### src/rtl/riscv_pkg.sv
// Shared types and constants for the register-file writeback path.
package riscv_pkg;

  localparam int XLEN       = 32;
  localparam int REG_ADDR_W = 5;
  localparam int STARVE_W   = 4;

  typedef struct packed {
    logic [REG_ADDR_W-1:0] rd;
    logic [XLEN-1:0]       data;
  } wb_req_t;

  typedef enum logic {
    NORMAL = 1'b0,
    FORCE1 = 1'b1
  } arb_state_e;

  // Increment that sticks at all-ones instead of wrapping.
  function automatic logic [STARVE_W-1:0] sat_inc(input logic [STARVE_W-1:0] v);
    return (v == '1) ? v : v + 1'b1;
  endfunction

endpackage

### src/rtl/rf_starve_ctr.sv
// Counts consecutive denied cycles of the low-priority writeback port and
// flags the cycle in which the count reaches the starvation limit.
module rf_starve_ctr
  import riscv_pkg::*;
#(
  parameter int STARVE_LIMIT = 4
) (
  input  logic clk,
  input  logic rst,
  input  logic inc,
  input  logic clr,
  output logic limit_hit
);

  logic [STARVE_W-1:0] count;
  logic [STARVE_W-1:0] count_inc;

  assign count_inc = sat_inc(count);
  assign limit_hit = inc && (count_inc == STARVE_W'(STARVE_LIMIT));

  // Clear has priority so a grant or a withdrawn request always restarts the count.
  always_ff @(posedge clk or posedge rst) begin
    if (rst) begin
      count <= '0;
    end else if (clr) begin
      count <= '0;
    end else if (inc) begin
      count <= count_inc;
    end
  end

endmodule

### src/rtl/rf_wb_arbiter.sv
// Arbitrates the register file write port between the pipeline WB stage
// (port 0, fixed priority) and the multi-cycle unit (port 1), with a
// starvation guard that forces one grant to port 1. Write outputs are
// registered, so a request accepted at edge N is written by reg_file at N+1.
module rf_wb_arbiter
  import riscv_pkg::*;
#(
  parameter int STARVE_LIMIT = 4
) (
  input  logic                  clk,
  input  logic                  rst,
  input  logic                  wb0_valid,
  output logic                  wb0_ready,
  input  logic [REG_ADDR_W-1:0] wb0_rd,
  input  logic [XLEN-1:0]       wb0_data,
  input  logic                  wb1_valid,
  output logic                  wb1_ready,
  input  logic [REG_ADDR_W-1:0] wb1_rd,
  input  logic [XLEN-1:0]       wb1_data,
  output logic                  reg_write,
  output logic [REG_ADDR_W-1:0] rd_addr,
  output logic [XLEN-1:0]       regf_write_data,
  output logic                  last_src,
  output logic                  forced
);

  arb_state_e state;
  arb_state_e state_next;
  logic       wb0_xfer;
  logic       wb1_xfer;
  logic       starve_inc;
  logic       starve_clr;
  logic       starve_hit;
  wb_req_t    grant_req;

  assign wb0_xfer   = wb0_valid && wb0_ready;
  assign wb1_xfer   = wb1_valid && wb1_ready;
  assign starve_inc = (state == NORMAL) && wb1_valid && !wb1_ready;
  assign starve_clr = !wb1_valid || wb1_xfer;

  rf_starve_ctr #(
    .STARVE_LIMIT(STARVE_LIMIT)
  ) u_starve_ctr (
    .clk      (clk),
    .rst      (rst),
    .inc      (starve_inc),
    .clr      (starve_clr),
    .limit_hit(starve_hit)
  );

  // State register; reset returns to fixed-priority operation.
  always_ff @(posedge clk or posedge rst) begin
    if (rst) begin
      state <= NORMAL;
    end else begin
      state <= state_next;
    end
  end

  // Ready depends only on state and valids; held low while reset is asserted.
  always_comb begin
    wb0_ready = 1'b0;
    wb1_ready = 1'b0;
    forced    = 1'b0;
    if (!rst) begin
      case (state)
        NORMAL: begin
          wb0_ready = 1'b1;
          wb1_ready = !wb0_valid;
        end
        FORCE1: begin
          wb1_ready = 1'b1;
          forced    = 1'b1;
        end
        default: begin
          wb0_ready = 1'b0;
          wb1_ready = 1'b0;
        end
      endcase
    end
  end

  // FORCE1 lasts until port 1 is served or withdraws its request.
  always_comb begin
    state_next = state;
    case (state)
      NORMAL:  if (starve_hit) state_next = FORCE1;
      FORCE1:  if (wb1_xfer || !wb1_valid) state_next = NORMAL;
      default: state_next = NORMAL;
    endcase
  end

  // Mux the granted request; the two transfers are mutually exclusive.
  always_comb begin
    grant_req = '{rd: wb0_rd, data: wb0_data};
    if (wb1_xfer) begin
      grant_req = '{rd: wb1_rd, data: wb1_data};
    end
  end

  // Register the write; x0 writes are accepted but never enable reg_file.
  always_ff @(posedge clk or posedge rst) begin
    if (rst) begin
      reg_write       <= 1'b0;
      rd_addr         <= '0;
      regf_write_data <= '0;
      last_src        <= 1'b0;
    end else if (wb0_xfer || wb1_xfer) begin
      reg_write       <= (grant_req.rd != '0);
      rd_addr         <= grant_req.rd;
      regf_write_data <= grant_req.data;
      last_src        <= wb1_xfer;
    end else begin
      reg_write <= 1'b0;
    end
  end

endmodule
### config.mk
export PLATFORM = sky130hd
export DESIGN_NAME = rf_wb_arbiter
export DESIGN_NICKNAME = d
export VERILOG_FILES = /design/src/rtl/riscv_pkg.sv /design/src/rtl/rf_starve_ctr.sv /design/src/rtl/rf_wb_arbiter.sv
export SDC_FILE = /design/constraint.sdc
export NUM_CORES = 1
export LEC_CHECK = 0
export BUFFER_PORTS_ARGS = -buffer_cell sky130_fd_sc_hd__buf_4
export CORE_MARGIN = 2
export CORE_UTILIZATION = 44
export DETAILED_ROUTE_END_ITERATION = 8
export HOLD_SLACK_MARGIN = 0.1
export PLACE_DENSITY_LB_ADDON = 0.2
export SYNTH_ARGS = -nofsm -noshare
export SYNTH_HDL_FRONTEND = slang
export SYNTH_SLANG_ARGS = --single-unit
### constraint.sdc
create_clock -name clk -period 1.87 [get_ports clk]
set_input_delay 0.0935 -clock clk [delete_from_list [all_inputs] [get_ports clk]]
set_output_delay 0.0935 -clock clk [all_outputs]
set_load 0.02 [all_outputs]
**Yosys cells after proc, flatten, opt, wreduce, memory -nomap -nowiden**

Index checks and enable logic that the tools add are counted.

- Bits in registers: 44
- Bits in latches: 0
- Memory bits (writable): 0
- ROM bits: 0
- Bits of input ports: 78
- Output and inout bits: 42
- Memories: 0

- Add/sub/neg operators: 1
- Multipliers: 0
- Div/mod/pow operators: 0
- $lt $le $gt $ge: 0
- Equality and inequality tests: 2
- Shift operators: 0
- Mux-type cells: 14
- Bitwise operators: 1
- Reductions and logical operators: 12

Operators by type and width:

| kind | number |
|---|---|
| 2-to-1 mux 37 bit | 1 |
| 2-to-1 mux 4 bit | 3 |
| 2-to-1 mux 1 bit | 8 |
| logical AND 1 bit | 5 |
| nonzero test 5 bit | 1 |
| adder 4 x 1 -> 4 bit (second input constant) | 1 |
| == test 4 x 3 -> 1 bit (second input constant) | 1 |
| == test 4 bit (second input constant) | 1 |
| one-hot mux 1 bit (2 select lines) | 2 |
| zero test 1 bit | 3 |
| logical OR 1 bit | 2 |
| nonzero test 2 bit | 1 |
| inverter 1 bit | 1 |

**Longest topological paths before layout**

Gate-level depths: netlist of run 1.

- Depth after elaboration: 8
- Gate-level depth with buffers: 8

**Cells and area by module**

Synthesis of run 1 repeated with hierarchy kept, for this count alone.

- Cells, all modules: 214
- Area, all modules: 2180.8 um^2

By module, submodules not included:

| module | instances | cells each | area an instance (um^2) | sequential area each (um^2) |
|---|---|---|---|---|
| rf_wb_arbiter | 1 | 185 | 1913.1 | 1001.0 |
| rf_starve_ctr | 1 | 29 | 267.8 | 100.1 |

**Worst setup path before layout of run 1**

No wires, ideal clock.

- Path kind: input-to-reg
- From: input port rst
- To: register rd_addr[0]
- Setup time: 141 ps
- Data arrival time: 1987 ps
- Setup slack: -258 ps
- Stages on the path: 7
- Path buffers: 3
- Cells stage by stage: buf_4 > inv_1 > and3_1 > buf_4 > buf_6 > mux2i_1 > o21ai_1

- Word-level cells in the longest chain between the ends: 3
- Elaborated cells between the ends (all ways): 6

Ends and longest elaborated chain:

| element | line | RTL |
|---|---|---|
| start: declaration | rf_wb_arbiter.sv:11 | `input logic rst,` |
| 2-to-1 mux 1 bit | rf_wb_arbiter.sv:65 | `if (!rst) begin` |
| logical AND 1 bit (on tied branches) | rf_wb_arbiter.sv:37, rf_wb_arbiter.sv:36 |  |
| 2-to-1 mux 37 bit / logical OR 1 bit (equally long branches) | rf_wb_arbiter.sv:96, rf_wb_arbiter.sv:108 |  |
| end signal: assignment | rf_wb_arbiter.sv:110 | `rd_addr <= grant_req.rd;` |
| end: declaration | rf_wb_arbiter.sv:21 | `output logic [REG_ADDR_W-1:0] rd_addr,` |

Parallel ways exist; a longest one is shown, timed or not.
A chain may end at the register's enable or synchronous reset.

**Worst setup path after layout of run 1**

- From: register u_starve_ctr.count[0]
- To: register state

- Word-level cells in the longest chain between the ends: 6
- Elaborated cells between the ends (all ways): 7

Ends and longest elaborated chain:

| element | line | RTL |
|---|---|---|
| start: declaration | rf_starve_ctr.sv:15 | `logic [STARVE_W-1:0] count;` |
| start signal: assignment | rf_starve_ctr.sv:28 | `count <= count_inc;` |
| adder 4 x 1 -> 4 bit / == test 4 bit (equally long branches) | riscv_pkg.sv:20 | `return (v == '1) ? v : v + 1'b1;` |
| 2-to-1 mux 4 bit (*) | riscv_pkg.sv:20 |  |
| == test 4 x 3 -> 1 bit (*) | rf_starve_ctr.sv:19 | `assign limit_hit = inc && (count_inc == STARVE_W'(STARVE_LIMIT));` |
| logical AND 1 bit (*) | rf_starve_ctr.sv:19 |  |
| 2-to-1 mux 1 bit (*) | rf_wb_arbiter.sv:87 | `NORMAL: if (starve_hit) state_next = FORCE1;` |
| one-hot mux 1 bit (2 select lines) (*) | rf_wb_arbiter.sv:86 | `case (state)` |
| net state_next | rf_wb_arbiter.sv:28 | `arb_state_e state_next;` |
| end signal: assignment | rf_wb_arbiter.sv:56 | `state <= state_next;` |
| end: declaration | rf_wb_arbiter.sv:27 | `arb_state_e state;` |

The timed path passes the listed nets; every way through them passes the cells marked *.

==> run summary, run 1 <==
ANT nets after route: 0
Util after Layout: 0.786
WP data required: 2090 ps
Critical Path End Type: flip-flop
Inserted Clock Buffers: 5
Initial Utilization: 0.453
critical path's slowest cell: or3b_2
Via Count: 2,142
# clock sinks: 44
largest net degree at the start of global routing: 66
CP Cell Sequence: ha_1 -> nor3b_1 -> a31oi_1 -> or3b_2 -> a21oi_1
ant diodes: 0
Hold Slack: 98.2 ps
Critical Path Start Type: flip-flop
Max Fclk: 633 MHz
1st-iter DRT viols: 89
Netlist cell types: 31
RSZ-0062 raised after global routing: false
vias in the first global route: 2,128
Die W: 73.5 microns
Fin. Hold Viols: 0
flop-to-flop setup slack: 290 ps
H-tree depth: 2
R2R depth: 5
global placer's final weighted congestion: 0.815
CP max FO: 6
hold endpoint: regf_write_data[24]
placeable core area: 4690 sq um
Clock Skews: 5.10 ps
first-pass GRT wire length: 9860 microns
Yosys Warn Count: 0
crit path kind: flip-flop to flip-flop
Port Buf Inserts: 119
Fill cells: 310
period utilisation layout: 0.844
CTS root buffer: clkbuf_8
Post-synth EDFFs: 0
Row Count: 25
die area: 5410 sq um
post-DR vias/cell: 4.98
cell count of the worst hold path: 3
max cap viols: 0
Async S/R FF share, synth: 1.00
first-pass iteration count of the detailed router: 4
Arrival @ worst endpoint: 1800 ps
Syn Inst Count: 204
Final Routed Wirelength: 6460 microns
top cells by count, synth: dfrtp_1 (44), mux2i_1 (37), nand2_1 (37)
aggregate global routing overflow: 0
Max Buffers Root-to-Sink: 2
Post-Syn Area per Cell: 10.4 sq um
Cell Area, Synth: 2130 sq um
Global Route Usage Sum: 0.242
Worst slew margin: 0.580
min-delay src: wb0_data[24]
CTS tree: done
number of setup buffers added after CTS: 0
placed cell count: 368
Slew Viols, Final: 0
DPL Wire Length: 3810 microns
Peak VDD IR: 0.466 mV
CP peak stage delay: 440 ps
worst reg2reg path startpoint: u_starve_ctr.count[0]
Hold WC Path Type: input port to flip-flop
Synthesized Nets: 283
Area contributors post-synth: dfrtp_1 (52%), mux2i_1 (17%), nand2_1 (6.5%), o21ai_0 (5.2%), o21ai_1 (4.0%)
Post-synth top flop: dfrtp_1
TNS Setup: 0 ps
fraction of final layout cells sized beyond drive strength 1: 0.356
Final #Nets: 454
sequential area share after synthesis: 0.518
most frequent cell after synthesis: dfrtp_1
area leader, netlist: dfrtp_1
Least-Margin Pin Slew: 623 ps
pwr dens: 729 nW/um^2
synth-to-layout area growth: 73.3%
Static Leak: 1.72 nW
Ports: 120
Period minus WS final: 1580 ps
initial antenna violation count: 0
Worst-Skew Late Latency: 290 ps
status: completed
final non-filler cell total: 430
residual DRC count: 0
drt wl/cell: 15.0 microns
Worst R2R End: state
Synth Register Bits: 44
Finish-stage setup viols: 0
die height: 73.5 microns
clock-pin slew on the worst setup and hold paths: 80 ps
share of the synthesized area in the top cell type: 0.518
## metal layers
metal | share of wire | track usage
met5 | 0 | 0
met4 | 0.032 | 0.113
met1 | 0.39 | 0.273
met3 | 0.059 | 0.0508
met2 | 0.52 | 0.434
## placed cells by master (no fill, tap or decap), types with 3 or more instances in the layout
cell type      count
nor2_1             6
buf_4            120
mux2i_1           37
a21oi_1            3
dlygate4sd3_1     54
dfrtp_1           44
nand2_1           37
clkbuf_8           6
o21ai_0           22
o21ai_1           17
## worst max-delay path, delay by kind of cell (launching register included)
| kind | cells | cell delay, ps |
|---|---|---|
| AND/OR/NAND/NOR | 2 | 640 |
| flip-flops | 1 | 400 |
| adder cells (fa/ha/maj) | 1 | 260 |
| AO/OA/AOI/OAI | 2 | 200 |
## cell type report
class                   count  area [sq um]  area share
clock buffers               8          90.1      0.0244
inverters                   3          15.0     0.00407
multi-input cells         145           931       0.253
flip-flops and latches     44          1100       0.299
well taps                  54          67.6      0.0183
repair buffers            176          1480       0.402
## flip-flops by register name, indices dropped and copies added (netlist names)
register	count
regf_write_data	32
rd_addr	5
u_starve_ctr.count	4
last_src	1
reg_write	1
state	1
## how the worst max path moves through the flow
stage                     cells after the start             endpoint                   from  slack [ps]
after floorplan                               8  regf_write_data[29]                    rst          20
after global placement                        5                state  u_starve_ctr.count[1]         360
after detailed placement                      5                state  u_starve_ctr.count[0]         320
after CTS                                     5                state  u_starve_ctr.count[0]         290
after global routing                          5                state  u_starve_ctr.count[1]         170
final                                         5                state  u_starve_ctr.count[0]         290
## what timing repair did
item,4_1_cts,5_1_grt
endpoints found under the hold margin,79,0
gates resized for setup,0,0
hold buffers,54,0
## report_power, final
group | switching [mW] | internal, mW
registers | 0.0838 | 1.09
logic | 0.442 | 0.463
clock network | 0.308 | 0.302
## per-stage QoR
stage,setup slack (ps),total power [mW],instance area (sq um)
finish,291,2.69,3690
CTS,295,2.69,3690
detailed placement,317,1.99,3060
floorplan,22.9,1.58,2130
global route,171,2.81,3690
global placement,363,1.97,3060
## cells by family after synthesis
group / count (synthesis) / share of synthesized area
buffers and inverters: 15 / 0.0453
flip-flops: 44 / 0.518
XOR/XNOR: 2 / 0.00824
adder cells (fa/ha/maj): 1 / 0.00588
AND/OR/NAND/NOR: 57 / 0.126
multiplexers: 38 / 0.181
AO/OA/AOI/OAI: 47 / 0.115
Power figures use the tool's default switching activity.
==> inputs of run 2 (changes only) <==
--- a/config.mk
+++ b/config.mk
@@ -7,7 +7,7 @@
 export LEC_CHECK = 0
 export BUFFER_PORTS_ARGS = -buffer_cell sky130_fd_sc_hd__buf_4
 export CORE_MARGIN = 2
-export CORE_UTILIZATION = 44
+export CORE_UTILIZATION = 40
 export DETAILED_ROUTE_END_ITERATION = 8
 export HOLD_SLACK_MARGIN = 0.1
 export PLACE_DENSITY_LB_ADDON = 0.2
==> constraint.sdc (replaced) <==
create_clock -name clk -period 1.4 [get_ports clk]
set_input_delay 0.07 -clock clk [delete_from_list [all_inputs] [get_ports clk]]
set_output_delay 0.07 -clock clk [all_outputs]
set_load 0.02 [all_outputs]
==> run summary, run 2 (synthesis results as in run 1) <==
Max Buffers Root-to-Sink: 2
Row Count: 26
Peak VDD IR: 0.553 mV
sequential fraction of design power: 0.427
min-delay src: wb0_data[11]
1st-iter DRT viols: 88
DP Area: 3180 sq um
flop-to-flop setup slack: -30 ps
Int Pwr: 2.53 mW
worst reg2reg path startpoint: state
drt wl/cell: 15.1 microns
hold endpoint: regf_write_data[11]
RSZ-0062 raised after global routing: true
clock power share: 0.203
die area: 5920 sq um
Clock Skews: 5.50 ps
commonest non-fill, non-tap cells in the layout: buf_4 (131), dlygate4sd3_1 (71), dfrtp_1 (44)
Least-Margin Pin Slew: 556 ps
pwr dens: 886 nW/um^2
Fin. Hold Viols: 0
Slew Viols, Final: 0
crit path kind: flip-flop to flip-flop
# clock sinks: 44
Period minus WS final: 1430 ps
Ports: 120
largest net degree at the start of global routing: 47
period utilisation layout: 1.02
Hold Slack: 88.2 ps
Final #Nets: 488
violated checks: setup timing
global placer's final weighted congestion: 0.788
CP max FO: 7
CTS tree: done
commonest non-fill, non-tap cell in the layout: buf_4
post-DR vias/cell: 4.82
Comb pwr share: 0.370
design area: 4150 sq um
DPL Wire Length: 4010 microns
Initial Utilization: 0.416
vias in the first global route: 2,343
Critical Path End Type: flip-flop
Global Route Usage Sum: 0.243
first-pass iteration count of the detailed router: 4
WP data required: 1570 ps
Hold WC Path Type: input port to flip-flop
Switching Fraction: 0.313
fraction of final layout cells sized beyond drive strength 1: 0.396
worst setup margin: -28.6 ps
aggregate global routing overflow: 0
Port Buf Inserts: 119
Multi-input gate area: 1010 sq um
die height: 76.9 microns
first-pass GRT wire length: 11,600 microns
cell count of the worst hold path: 3
residual DRC count: 0
Via Count: 2,310
Worst slew margin: 0.625
Inserted Clock Buffers: 5
Largest Register: regf_write_data
Fill cells: 299
H-tree depth: 2
R2R depth: 6
ANT nets after route: 0
Worst-Skew Late Latency: 290 ps
clock-pin slew on the worst setup and hold paths: 80 ps
Finish-stage setup viols: 11
status: complete, but fails checks
biggest regs: regf_write_data (32), rd_addr (5), u_starve_ctr.count (4)
synth-to-layout area growth: 95.1%
Die W: 76.9 microns
CTS root buffer: clkbuf_8
Worst R2R End: regf_write_data[7]
placeable core area: 5110 sq um
ant diodes: 0
Final Routed Wirelength: 7240 microns
Max Fclk: 700 MHz
Switching Power: 1.15 mW
Arrival @ worst endpoint: 1590 ps
initial antenna violation count: 0
register area: 1100 sq um
Critical Path Start Type: flip-flop
max cap viols: 0
Static Leak: 1.91 nW
flip-flop count of the largest register after layout: 32
[run 2: worst max path at each step]
stage | from | endpoint | slack [ps] | cells past startpoint
global route | state | regf_write_data[14] | -110 | 6
floorplan | rst | regf_write_data[22] | -380 | 8
detailed placement | u_starve_ctr.count[1] | state | -50 | 5
global placement | u_starve_ctr.count[1] | state | 3 | 5
finish | state | regf_write_data[7] | -30 | 6
CTS | state | regf_write_data[13] | 40 | 5
[run 2: power by group through the flow]
stage,Clock (mW),Combinational [mW],Sequential (mW)
final,0.747,1.36,1.57
after detailed placement,0,1.10,1.58
after global placement,0,1.09,1.57
after global routing,0.836,1.45,1.59
after floorplan,0,0.317,1.80
after CTS,0.789,1.26,1.56
[run 2: worst max-delay path, cell delays in order, from the launching register on]
cell	delay, ps
dfrtp_1	410
nand2b_4	170
nor2_4	130
buf_12	150
clkbuf_16	170
mux2i_1	180
o21ai_0	90
[run 2: timing repair]
item | 4_1_cts | 5_1_grt
cloned | 0 | 4
hold buffers | 69 | 2
buffers inserted | 1 | 2
setup endpoints to repair | 2 | 38
resized for setup | 2 | 25
pin swaps | 2 | 3
endpoints found under the hold margin | 80 | 2
[run 2: area by class of cell]
| cell class | instances | share of cell area |
|---|---|---|
| clock buffer | 6 | 0.0175 |
| clock inverter | 1 | 0.00121 |
| inverter | 3 | 0.00362 |
| multi-input combinational | 145 | 0.243 |
| sequential | 44 | 0.265 |
| tap | 70 | 0.0211 |
| timing repair buffer | 210 | 0.448 |
[run 2: through the flow]
stage	cells	utilization	TNS (ps)	total power, mW	setup slack [ps]
4_1_cts	471	0.777	0	3.61	41.0
3_3_place_gp	394	0.623	0	2.66	3.17
5_1_grt	479	0.813	-1980	3.88	-110
6_report	479	0.813	-171	3.68	-28.6
3_5_place_dp	394	0.623	-59.5	2.68	-46.4
2_1_floorplan	204	-	-12720	2.12	-375
[run 2: routing by layer]
layer	track usage	vias up	part of all wire
li1	-	1118	-
met5	0	-	0
met1	0.306	1092	0.42
met4	0.0655	0	0.014
met2	0.417	89	0.51
met3	0.0612	11	0.058
==> inputs of run 3 (changes only) <==
--- a/config.mk
+++ b/config.mk
@@ -6,7 +6,6 @@
 export NUM_CORES = 1
 export LEC_CHECK = 0
 export BUFFER_PORTS_ARGS = -buffer_cell sky130_fd_sc_hd__buf_4
-export CORE_MARGIN = 2
 export CORE_UTILIZATION = 40
 export DETAILED_ROUTE_END_ITERATION = 8
 export HOLD_SLACK_MARGIN = 0.1
==> run summary, run 3 (synthesis results as in run 1) <==
status: complete, but fails checks
violated checks: setup timing
Ports: 120
number of setup buffers added after CTS: 0
crit path kind: flip-flop to flip-flop
largest net degree at the start of global routing: 36
RSZ-0062 raised after global routing: true
Least-Margin Pin Slew: 473 ps
die height: 74.9 microns
Fin. Hold Viols: 0
global placer's final weighted congestion: 0.784
WP data required: 1570 ps
synth-to-layout area growth: 90.9%
Arrival @ worst endpoint: 1590 ps
ant diodes: 0
CTS root buffer: clkbuf_8
post-DR vias/cell: 4.80
Max Buffers Root-to-Sink: 2
first-pass iteration count of the detailed router: 4
min-delay src: wb0_data[2]
residual DRC count: 0
Tot Pwr: 3.91 mW
Critical Path Start Type: flip-flop
max cap viols: 0
die area: 5610 sq um
drt wl/cell: 14.5 microns
Initial Utilization: 0.416
final non-filler cell total: 471
H-tree depth: 2
placed cell count: 394
initial antenna violation count: 0
period utilisation layout: 1.01
Critical Path End Type: flip-flop
Crit. Startpoint: state
biggest regs: regf_write_data (32), rd_addr (5), u_starve_ctr.count (4)
fraction of final layout cells sized beyond drive strength 1: 0.384
design area: 4060 sq um
aggregate global routing overflow: 0
Static Leak: 1.87 nW
Hold WC Path Type: input port to flip-flop
DP Area: 3200 sq um
placeable core area: 5110 sq um
DPL Wire Length: 3950 microns
# clock sinks: 44
ANT nets after route: 0
commonest non-fill, non-tap cell in the layout: buf_4
Die W: 74.9 microns
CTS tree: done
Global Route Usage Sum: 0.243
Clock Skews: 4.33 ps
commonest non-fill, non-tap cells in the layout: buf_4 (127), dlygate4sd3_1 (69), dfrtp_1 (44)
Final #Nets: 479
Finish-stage setup viols: 1
Worst-Skew Late Latency: 290 ps
vias in the first global route: 2,250
Multi-input gate area: 995 sq um
worst reg2reg path startpoint: state
Inserted Clock Buffers: 5
first-pass GRT wire length: 10,200 microns
Row Count: 26
1st-iter DRT viols: 60
Largest Register: regf_write_data
Slew Viols, Final: 0
Peak VDD IR: 0.584 mV
Max Fclk: 706 MHz
CP max FO: 18
Via Count: 2,260
Final Routed Wirelength: 6850 microns
Period minus WS final: 1420 ps
Worst slew margin: 0.682
worst setup margin: -15.8 ps
pwr dens: 962 nW/um^2
flip-flop count of the largest register after layout: 32
clock-pin slew on the worst setup and hold paths: 80 ps
Port Buf Inserts: 119
register area: 1100 sq um
Fill cells: 311
-- run 3: worst paths after layout --
path	end	slack, ps	cells past startpoint
max reg2reg	regf_write_data[4]	-20	5
min in group asynchronous	rd_addr[1]	430	4
max in group asynchronous	u_starve_ctr.count[2]	660	4
max	regf_write_data[4]	-20	5
min reg2reg	rd_addr[1]	490	2
min	regf_write_data[2]	70	3
-- run 3: repair_timing --
| item | 4_1_cts | 5_1_grt |
|---|---|---|
| pin swaps | 2 | 1 |
| hold endpoints to repair | 80 | 1 |
| endpoints found under the setup margin | 3 | 32 |
| gates resized for setup | 3 | 15 |
| hold buffers | 68 | 1 |
-- run 3: per-layer routing --
layer	track usage	vias to the layer above	share of wire
li1	-	1102	-
met1	0.267	1061	0.38
met2	0.461	89	0.54
met3	0.0589	8	0.065
met4	0.0734	0	0.012
met5	0	-	0
-- run 3: final cells by class --
class	count	share of cell area
clock buffers	7	0.0237
clock inverters	1	0.00740
inverters	3	0.00370
multi-input cells	145	0.245
flip-flops and latches	44	0.271
well taps	70	0.0216
repair buffers	201	0.427
-- run 3: report_power, final --
group          internal, mW  total (mW)  switching (mW)
sequential             1.46        1.57           0.116
clock                 0.629        1.04           0.414
combinational         0.684        1.29           0.609
total                  2.77        3.91            1.14
-- run 3: worst max-delay path, stage by stage, from the launching register on --
cell      delay (ps)
dfrtp_1          410
nand2b_4         180
nor2_4           150
buf_12           200
mux2i_2          240
o21ai_0          100
-- run 3: stage by stage --
stage               hold WS, ps  setup TNS [ps]  worst slack [ps]   util
finish                     74.8           -15.8             -15.8  0.795
global route                115            -797             -63.7  0.795
CTS                         100               0              9.70  0.787
detailed placement          207            -115             -82.3  0.626
global placement            199               0              4.60  0.626
floorplan                   187          -12720              -375      -
